--- config.mk ---
export PLATFORM = sky130hd
export DESIGN_NAME = osd_init_seq_chunked_flat
export DESIGN_NICKNAME = d
export VERILOG_FILES = /design/src/rtl/osd_init_seq_chunked_pkg.sv /design/src/rtl/osd_init_seq_chunked_if.sv /design/src/rtl/osd_init_seq_chunked_addr_gen.sv /design/src/rtl/osd_init_seq_chunked.sv /design/src/flat_wrapper.sv
export SDC_FILE = /design/constraint.sdc
export NUM_CORES = 1
export LEC_CHECK = 0
export BUFFER_PORTS_ARGS = -buffer_cell sky130_fd_sc_hd__clkbuf_2
export CAP_MARGIN = 25
export CORE_MARGIN = 2
export CORE_UTILIZATION = 50
export CTS_CLUSTER_DIAMETER = 60
export DETAILED_ROUTE_END_ITERATION = 16
export GPL_ROUTABILITY_DRIVEN = 0
export PLACE_DENSITY = 0.84
export SLEW_MARGIN = 20
export SYNTH_ARGS = -nofsm -noshare
export SYNTH_HDL_FRONTEND = slang
export SYNTH_SLANG_ARGS = --single-unit
--- constraint.sdc ---
create_clock -name clk -period 6.6 [get_ports clk]
set_input_delay 0.33 -clock clk [delete_from_list [all_inputs] [get_ports clk]]
set_output_delay 0.33 -clock clk [all_outputs]
set_load 0.05 [all_outputs]
--- src/rtl/osd_init_seq_chunked_pkg.sv ---
// Shared types for the OSD bring-up sequencer: command beat, error code, rectangle clip helper.
package osd_init_seq_chunked_pkg;

  typedef struct packed {
    logic [7:0]  opcode;
    logic [23:0] operand;
  } osd_cmd_t;

  typedef enum logic [1:0] {
    ERR_NONE    = 2'd0,
    ERR_ABORT   = 2'd1,
    ERR_TIMEOUT = 2'd2
  } osd_init_err_t;

  // Length of [origin, origin+len) that lies inside [0, limit).
  function automatic int clip_len(input int origin, input int len, input int limit);
    if (origin >= limit) return 0;
    if (len > limit - origin) return limit - origin;
    return len;
  endfunction

endpackage

--- src/rtl/osd_init_seq_chunked_if.sv ---
// Command stream from the boot/host source into the sequencer (valid/ready with last marker).
interface osd_init_seq_chunked_if;
  import osd_init_seq_chunked_pkg::*;

  logic     prog_valid;
  logic     prog_ready;
  osd_cmd_t prog_cmd;
  logic     prog_last;

  modport master (output prog_valid, output prog_cmd, output prog_last, input prog_ready);
  modport slave  (input prog_valid, input prog_cmd, input prog_last, output prog_ready);
endinterface

--- src/rtl/osd_init_seq_chunked_addr_gen.sv ---
// Clipped rectangle raster walker (x fastest); advances only when the consumer accepts.
module osd_rect_addr_gen
  import osd_init_seq_chunked_pkg::*;
#(
  parameter int COLS      = 40,
  parameter int ROWS      = 20,
  parameter int ADDR_W    = 16,
  parameter int VRAM_BASE = 0,
  parameter int X_W       = $clog2(COLS),
  parameter int Y_W       = $clog2(ROWS)
) (
  input  logic              clk,
  input  logic              rst,
  input  logic              load_i,
  input  logic [X_W-1:0]    x0_i,
  input  logic [Y_W-1:0]    y0_i,
  input  logic [X_W:0]      w_i,
  input  logic [Y_W:0]      h_i,
  input  logic              advance_i,
  output logic              empty_o,
  output logic [ADDR_W-1:0] addr_o,
  output logic              last_o
);

  int w_clip;
  int h_clip;

  logic [X_W-1:0] x0_q, x_last_q, x_q;
  logic [Y_W-1:0] y_last_q, y_q;

  always_comb begin
    w_clip = clip_len(int'(x0_i), int'(w_i), COLS);
    h_clip = clip_len(int'(y0_i), int'(h_i), ROWS);
  end

  assign empty_o = (w_clip == 0) || (h_clip == 0);

  always_ff @(posedge clk or posedge rst) begin
    if (rst) begin
      x0_q     <= '0;
      x_last_q <= '0;
      y_last_q <= '0;
      x_q      <= '0;
      y_q      <= '0;
    end else if (load_i) begin
      x0_q     <= x0_i;
      x_q      <= x0_i;
      y_q      <= y0_i;
      x_last_q <= X_W'(int'(x0_i) + w_clip - 1);
      y_last_q <= Y_W'(int'(y0_i) + h_clip - 1);
    end else if (advance_i) begin
      if (x_q == x_last_q) begin
        x_q <= x0_q;
        y_q <= y_q + Y_W'(1);
      end else begin
        x_q <= x_q + X_W'(1);
      end
    end
  end

  // Truncation gives the modulo-2^ADDR_W wrap.
  assign addr_o = ADDR_W'(VRAM_BASE + COLS * int'(y_q) + int'(x_q));
  assign last_o = (x_q == x_last_q) && (y_q == y_last_q);

endmodule

--- src/rtl/osd_init_seq_chunked.sv ---
// OSD bring-up sequencer: optional VRAM rectangle fill, then chunked command load into the enqueuer.
// state | meaning: IDLE wait start, CLEAR fill VRAM, LOAD take beats, START kick chunk,
//   WAIT enqueuer running (watchdog), DONE finished OK, ERR aborted or timed out.
module osd_init_seq_chunked
  import osd_init_seq_chunked_pkg::*;
#(
  parameter int COLS         = 40,
  parameter int ROWS         = 20,
  parameter int NUM_CMDS_MAX = 64,
  parameter int ADDR_W       = 16,
  parameter int VRAM_BASE    = 0,
  parameter int WD_CYCLES    = 65535,
  parameter int X_W          = $clog2(COLS),
  parameter int Y_W          = $clog2(ROWS),
  parameter int CMD_AW       = (NUM_CMDS_MAX > 1) ? $clog2(NUM_CMDS_MAX) : 1,
  parameter int CNT_W        = $clog2(NUM_CMDS_MAX + 1)
) (
  input  logic                   clk,
  input  logic                   rst,
  input  logic                   init_start_i,
  input  logic                   init_abort_i,
  output logic                   init_busy_o,
  output logic                   init_done_o,
  output osd_init_err_t          init_err_o,
  output logic [7:0]             chunk_count_o,
  input  logic                   clear_enable_i,
  input  logic [7:0]             clear_char_i,
  input  logic [X_W-1:0]         clear_x0_i,
  input  logic [Y_W-1:0]         clear_y0_i,
  input  logic [X_W:0]           clear_w_i,
  input  logic [Y_W:0]           clear_h_i,
  output logic                   vram_we_o,
  input  logic                   vram_ready_i,
  output logic [ADDR_W-1:0]      vram_addr_o,
  output logic [7:0]             vram_data_o,
  osd_init_seq_chunked_if.slave  prog,
  output logic                   be_load_we_o,
  output logic [CMD_AW-1:0]      be_load_addr_o,
  output osd_cmd_t               be_load_data_o,
  output logic [CNT_W-1:0]       be_seq_count_o,
  output logic                   be_start_o,
  input  logic                   be_busy_i,
  input  logic                   be_done_i
);

  localparam int WD_W = (WD_CYCLES < 2) ? 1 : $clog2(WD_CYCLES + 1);

  localparam logic [2:0] S_IDLE  = 3'd0;
  localparam logic [2:0] S_CLEAR = 3'd1;
  localparam logic [2:0] S_LOAD  = 3'd2;
  localparam logic [2:0] S_START = 3'd3;
  localparam logic [2:0] S_WAIT  = 3'd4;
  localparam logic [2:0] S_DONE  = 3'd5;
  localparam logic [2:0] S_ERR   = 3'd6;

  logic [2:0]       state_q, state_d;
  logic [CNT_W-1:0] cnt_q, cnt_d;
  logic [7:0]       chunk_q, chunk_d;
  logic             last_seen_q, last_seen_d;
  osd_init_err_t    err_q, err_d;
  logic [7:0]       char_q, char_d;
  logic [WD_W-1:0]  wd_q, wd_d;

  logic busy, abort, accept, vram_adv, rect_load, rect_empty, rect_last;
  logic unused_be_busy;

  assign unused_be_busy = be_busy_i;

  assign busy      = (state_q == S_CLEAR) || (state_q == S_LOAD) ||
                     (state_q == S_START) || (state_q == S_WAIT);
  assign abort     = busy && init_abort_i;
  assign rect_load = (state_q == S_IDLE) && init_start_i;

  // Abort silences every strobe in the cycle it is seen.
  assign vram_we_o       = (state_q == S_CLEAR) && !abort;
  assign vram_adv        = vram_we_o && vram_ready_i;
  assign prog.prog_ready = (state_q == S_LOAD) && (cnt_q < CNT_W'(NUM_CMDS_MAX)) && !abort;
  assign accept          = prog.prog_valid && prog.prog_ready;
  assign be_load_we_o    = accept;
  assign be_load_addr_o  = accept ? cnt_q[CMD_AW-1:0] : '0;
  assign be_load_data_o  = accept ? prog.prog_cmd : '0;
  assign be_start_o      = (state_q == S_START) && !abort;
  assign be_seq_count_o  = ((state_q == S_START) || (state_q == S_WAIT)) ? cnt_q : '0;

  assign init_busy_o   = busy;
  assign init_done_o   = (state_q == S_DONE);
  assign init_err_o    = err_q;
  assign chunk_count_o = chunk_q;
  assign vram_data_o   = char_q;

  osd_rect_addr_gen #(
    .COLS      (COLS),
    .ROWS      (ROWS),
    .ADDR_W    (ADDR_W),
    .VRAM_BASE (VRAM_BASE),
    .X_W       (X_W),
    .Y_W       (Y_W)
  ) u_rect (
    .clk       (clk),
    .rst       (rst),
    .load_i    (rect_load),
    .x0_i      (clear_x0_i),
    .y0_i      (clear_y0_i),
    .w_i       (clear_w_i),
    .h_i       (clear_h_i),
    .advance_i (vram_adv),
    .empty_o   (rect_empty),
    .addr_o    (vram_addr_o),
    .last_o    (rect_last)
  );

  always_comb begin
    state_d     = state_q;
    cnt_d       = cnt_q;
    chunk_d     = chunk_q;
    last_seen_d = last_seen_q;
    err_d       = err_q;
    char_d      = char_q;
    wd_d        = wd_q;
    if (abort) begin
      state_d = S_ERR;
      err_d   = ERR_ABORT;
    end else begin
      case (state_q)
        S_IDLE: begin
          if (init_start_i) begin
            char_d      = clear_char_i;
            cnt_d       = '0;
            chunk_d     = '0;
            err_d       = ERR_NONE;
            last_seen_d = 1'b0;
            state_d     = (clear_enable_i && !rect_empty) ? S_CLEAR : S_LOAD;
          end
        end
        S_CLEAR: begin
          if (vram_adv && rect_last) state_d = S_LOAD;
        end
        S_LOAD: begin
          if (accept) begin
            cnt_d       = cnt_q + CNT_W'(1);
            last_seen_d = prog.prog_last;
            if (prog.prog_last || (cnt_q == CNT_W'(NUM_CMDS_MAX - 1))) state_d = S_START;
          end
        end
        S_START: begin
          if (chunk_q != 8'hFF) chunk_d = chunk_q + 8'd1;
          wd_d    = WD_W'(WD_CYCLES - 1);
          state_d = S_WAIT;
        end
        S_WAIT: begin
          // Down-counter terminal count; a coincident be_done takes priority.
          if (be_done_i) begin
            if (last_seen_q) begin
              state_d = S_DONE;
            end else begin
              cnt_d   = '0;
              state_d = S_LOAD;
            end
          end else if ((WD_CYCLES != 0) && (wd_q == '0)) begin
            state_d = S_ERR;
            err_d   = ERR_TIMEOUT;
          end else if (wd_q != '0) begin
            wd_d = wd_q - WD_W'(1);
          end
        end
        S_DONE, S_ERR: begin
          if (!init_start_i) state_d = S_IDLE;
        end
        default: state_d = S_IDLE;
      endcase
    end
  end

  always_ff @(posedge clk or posedge rst) begin
    if (rst) begin
      state_q     <= S_IDLE;
      cnt_q       <= '0;
      chunk_q     <= '0;
      last_seen_q <= 1'b0;
      err_q       <= ERR_NONE;
      char_q      <= '0;
      wd_q        <= '0;
    end else begin
      state_q     <= state_d;
      cnt_q       <= cnt_d;
      chunk_q     <= chunk_d;
      last_seen_q <= last_seen_d;
      err_q       <= err_d;
      char_q      <= char_d;
      wd_q        <= wd_d;
    end
  end

endmodule

--- src/flat_wrapper.sv ---
// flat-port wrapper written by rule: the top's interface ports become plain ports
module osd_init_seq_chunked_flat import osd_init_seq_chunked_pkg::*;
#(
  parameter int COLS         = 40,
  parameter int ROWS         = 20,
  parameter int NUM_CMDS_MAX = 64,
  parameter int ADDR_W       = 16,
  parameter int VRAM_BASE    = 0,
  parameter int WD_CYCLES    = 65535,
  parameter int X_W          = $clog2(COLS),
  parameter int Y_W          = $clog2(ROWS),
  parameter int CMD_AW       = (NUM_CMDS_MAX > 1) ? $clog2(NUM_CMDS_MAX) : 1,
  parameter int CNT_W        = $clog2(NUM_CMDS_MAX + 1)
)
  (clk, rst, init_start_i, init_abort_i, init_busy_o, init_done_o, init_err_o, chunk_count_o, clear_enable_i, clear_char_i, clear_x0_i, clear_y0_i, clear_w_i, clear_h_i, vram_we_o, vram_ready_i, vram_addr_o, vram_data_o, be_load_we_o, be_load_addr_o, be_load_data_o, be_seq_count_o, be_start_o, be_busy_i, be_done_i, prog_prog_valid, prog_prog_cmd, prog_prog_last, prog_prog_ready);
  osd_init_seq_chunked_if prog_i ();
  input  logic clk;
  input  logic rst;
  input  logic init_start_i;
  input  logic init_abort_i;
  output logic init_busy_o;
  output logic init_done_o;
  output osd_init_err_t init_err_o;
  output logic [7:0] chunk_count_o;
  input  logic clear_enable_i;
  input  logic [7:0] clear_char_i;
  input  logic [X_W-1:0] clear_x0_i;
  input  logic [Y_W-1:0] clear_y0_i;
  input  logic [X_W:0] clear_w_i;
  input  logic [Y_W:0] clear_h_i;
  output logic vram_we_o;
  input  logic vram_ready_i;
  output logic [ADDR_W-1:0] vram_addr_o;
  output logic [7:0] vram_data_o;
  output logic be_load_we_o;
  output logic [CMD_AW-1:0] be_load_addr_o;
  output osd_cmd_t be_load_data_o;
  output logic [CNT_W-1:0] be_seq_count_o;
  output logic be_start_o;
  input  logic be_busy_i;
  input  logic be_done_i;
  input wire logic [$bits(prog_i.prog_valid)-1:0] prog_prog_valid;
  input wire logic [$bits(prog_i.prog_cmd)-1:0] prog_prog_cmd;
  input wire logic [$bits(prog_i.prog_last)-1:0] prog_prog_last;
  output wire logic [$bits(prog_i.prog_ready)-1:0] prog_prog_ready;
  assign prog_i.prog_valid = prog_prog_valid;
  assign prog_i.prog_cmd = prog_prog_cmd;
  assign prog_i.prog_last = prog_prog_last;
  assign prog_prog_ready = prog_i.prog_ready;
  osd_init_seq_chunked #(.COLS(COLS), .ROWS(ROWS), .NUM_CMDS_MAX(NUM_CMDS_MAX), .ADDR_W(ADDR_W), .VRAM_BASE(VRAM_BASE), .WD_CYCLES(WD_CYCLES), .X_W(X_W), .Y_W(Y_W), .CMD_AW(CMD_AW), .CNT_W(CNT_W)) u_core (.clk(clk), .rst(rst), .init_start_i(init_start_i), .init_abort_i(init_abort_i), .init_busy_o(init_busy_o), .init_done_o(init_done_o), .init_err_o(init_err_o), .chunk_count_o(chunk_count_o), .clear_enable_i(clear_enable_i), .clear_char_i(clear_char_i), .clear_x0_i(clear_x0_i), .clear_y0_i(clear_y0_i), .clear_w_i(clear_w_i), .clear_h_i(clear_h_i), .vram_we_o(vram_we_o), .vram_ready_i(vram_ready_i), .vram_addr_o(vram_addr_o), .vram_data_o(vram_data_o), .prog(prog_i), .be_load_we_o(be_load_we_o), .be_load_addr_o(be_load_addr_o), .be_load_data_o(be_load_data_o), .be_seq_count_o(be_seq_count_o), .be_start_o(be_start_o), .be_busy_i(be_busy_i), .be_done_i(be_done_i));
endmodule
==> out/metrics.csv <==
stage,metric,value,unit
status,status,"complete, no violations",
worst_setup_path,ff2ff_path_depth,7,
die,dieArea,0.0121,sq mm
detailed_routing,wl_per_cell,14.2,microns
detailed_routing,num_vias,5047,
sta,relSlewSlack,36.7,%
worst_setup_path,reg2reg_to,u_core.u_rect.x_q[3],
clock_tree,post_cts_buffers,0,
worst_setup_path,reg2reg_from,u_core.state_q[1],
detailed_routing,ant_nets,0,
detailed_routing,drt_iter0_drc,378,
sta,hold_viol,0,
sta,finalSetupViolCount,0,
worst_setup_path,worstSetupPathType,in2reg,
logic_synthesis,synth-compound-area-share,14.4,%
power_and_ir_drop,power.density,420,mW/mm^2
logic_synthesis,syn_avg_cell_area,8.21,sq um
logic_synthesis,synth_area,0.00559,sq mm
worst_setup_path,startpoint_type,primary input,
run,timing.max_cap.violations,0,
global_route,grt_antenna_before_repair,0,
sta,min_period,4310,ps
worst_setup_path,cp_max_fo,11,
clock_tree,hold_buffers,0,
logic_synthesis,synthTopCellsByArea,"dfrtp_1 (33%), ha_1 (9.8%), nand2_1 (7.9%)",
logic_synthesis,ys_ff_latch,73,
sta,final.setup.tns,0,ps
clock_tree,clock-sinks,73,
final_layout,drive_gt1_share,22.4,%
final_layout,nNetsFinal,938,
logic_synthesis,synthSimpleGateAreaFrac,24.7,%
logic_synthesis,synth_top_family_by_area,simple AND/OR/NAND/NOR gates,
power_and_ir_drop,vdd_drop_max,0.000454,V
global_route,grt_max_degree,74,
clock_tree,clk_path_buf_depth,2,
final_layout,diodes,0,
sta,hold_ws,13.5,ps
die,rows,38,
place,port_buffers,152,
detailed_routing,drt_pass1_iterations,5,
logic_synthesis,synth-edff-count,0,
logic_synthesis,ys_types,63,
worst_setup_path,endpoint,u_core.u_rect.x_last_q[5],
global_route,grt_usage,23.0,%
die,ios,159,
logic_synthesis,synthTopCellsByCount,"nand2_1 (117), dfrtp_1 (73), inv_1 (48), ha_1 (44), and2_1 (39)",
global_route,grt_pass1_vias,4689,
detailed_routing,drc,0,
clock_tree,path_clk_slew,80,ps
logic_synthesis,synth_xor_area_share,9.71,%
die,start_util,51.4,%
worst_setup_path,cp-end-kind,register,
logic_synthesis,synthAdderAreaFrac,11.3,%
logic_synthesis,synth.most_common_cell,nand2_1,
die,die_w,110,microns
clock_tree,cts_tree,built,
die,core_area,0.0109,sq mm
worst_setup_path,arrival,4530,ps
clock_tree,clk_latency,350,ps
sta,rsz0062_at_grt,no,
logic_synthesis,synth_mux_area_share,0.895,%
detailed_routing,drt_wl_total,13.6,mm
logic_synthesis,yosysTopAreaCell,dfrtp_1,
detailed_routing,vias_per_cell,5.25,
sta,final.setup_skew,10.4,ps
global_route,gr-total-overflow,0,
die,die_y,110,microns
sta,min_period_over_period,65.3,%
clock_tree,clock-root-buffer,clkbuf_8,
clock_tree,ctsResizeCount,0,
sta,fmax,0.232,GHz
place,hpwl,10.3,mm
logic_synthesis,yosysWarnings,0,
sta,slew_viol_final,0,
power_and_ir_drop,p_leak,3.36,nW
logic_synthesis,synth_seq_area_share,32.7,%
worst_setup_path,rrSetupSlack,3570,ps
logic_synthesis,yosysTopAreaCellShare,32.7,%
final_layout,area_delta_synth_final,19.4,%
worst_setup_path,cp-startpoint,clear_x0_i[2],
clock_tree,cts_buffers,9,
hold_path,min_path_type,in2async,
global_route,grt_pass1_wl,22.0,mm
clock_tree,cts.htree.levels,3,
logic_synthesis,ys_async_sr_fraction,100,%
worst_setup_path,cp.required,6820,ps
logic_synthesis,synth_flop_cell,dfrtp_1,
logic_synthesis,synthCells,681,
sta,tightest_slew,942,ps
per-stage QoR:
| step | area (sq um) | total power [mW] | setup WS (ps) | cells | utilization, % |
|---|---|---|---|---|---|
| finish | 6680 | 2.81 | 2290 | 961 | 61.4 |
| global route | 6680 | 3.02 | 1980 | 961 | 61.4 |
| CTS | 6650 | 2.82 | 2000 | 960 | 61.1 |
| detailed placement | 6400 | 2.38 | 1640 | 944 | 58.8 |
| global placement | 6400 | 2.33 | 1710 | 944 | 58.8 |
| floorplan | 5610 | 2.04 | 2530 | 685 | - |
layout by cell type, fill, tap and decap left out, drive strengths merged, types with 3 or more instances in the layout:
cell,Yosys,layout
clkbuf,27,162
nand2,117,117
dfrtp,73,73
o21ai,55,55
inv,50,50
ha,44,44
and2,39,39
xnor2,36,36
nor2,30,30
xor2,26,26
a21oi,19,19
nor3,16,16
nor2b,15,15
nand3,15,15
nor4,8,8
a21o,7,7
or4,6,6
and3,6,6
nand4,6,6
o21a,5,5
o21bai,5,5
a31oi,5,5
mux2i,5,5
conb,1,5
o31ai,5,5
o211ai,4,4
a211oi,4,4
fa,4,4
buf,9,4
nand2b,3,3
o22ai,3,3
a22oi,3,3
bufinv,0,3
clkinv,0,3
or3,3,3
or2,3,3
worst max-delay path, stage by stage:
cell and delay [ps]:
clkbuf_2 150, or3_4 430, a21oi_1 230, xnor2_1 180, ha_1 300, a211oi_1 250
a31oi_1 160, nor3_2 560, nand2_1 100, o21ai_0 100, nand2_1 80, ha_1 280
inv_1 40, ha_1 220, fa_1 420, a21o_1 170, a21oi_1 180, xnor2_1 150
xnor2_1 140, o21ai_1 70
registers in the layout, summed over array words and instances, names as in the netlist:
name,cells
u_core.chunk_count_o,8
u_core.cnt_q,7
u_core.init_err_o,2
u_core.last_seen_q,1
u_core.state_q,3
u_core.u_rect.x0_q,6
u_core.u_rect.x_last_q,6
u_core.u_rect.x_q,6
u_core.u_rect.y_last_q,5
u_core.u_rect.y_q,5
u_core.vram_data_o,8
u_core.wd_q,16
power breakdown:
group / total, mW / leakage, nW / internal (mW) / switching (mW)
logic: 1.56 / 2.35 / 0.505 / 1.05
clock network: 0.428 / 0.121 / 0.253 / 0.175
registers: 0.823 / 0.892 / 0.616 / 0.207
total: 2.81 / 3.36 / 1.37 / 1.43
logic make-up after synthesis:
logic type | after synthesis
xor gates and xnor gates | 62
AOI/OAI and AO/OA | 129
and+or+nand+nor | 277
muxes | 5
DFF | 73
buffers and inverters | 86
adders and majority gates | 48
other | 1
metal layers:
metal	vias to the layer above	share of wire [%]	GRT usage [%]
li1	2567	-	-
met1	2325	44	31.4
met2	137	49	38.4
met3	18	4.8	2.31
met4	0	1.5	7.14
met5	-	0	0
worst min-delay path by stage:
stage / startpoint / cells after the start / endpoint / slack (ps)
final: rst / 3 / u_core.wd_q[15] / 10
after global routing: rst / 3 / u_core.wd_q[1] / 50
after global placement: u_core.u_rect.x0_q[5] / 2 / u_core.u_rect.x0_q[5] / 450
after detailed placement: u_core.vram_data_o[3] / 2 / u_core.vram_data_o[3] / 460
after floorplan: clear_char_i[0] / 2 / u_core.vram_data_o[0] / 440
after CTS: clear_char_i[6] / 3 / u_core.vram_data_o[6] / 160
layout make-up:
cell class	count	area, sq um
timing repair buffer	156	811
fill	978	4210
inverter	50	188
multi-input combinational	526	3440
tap	140	175
sequential	73	1830
clock inverter	6	116
clock buffer	10	128
Note: power is estimated with default switching activity, not from simulation.
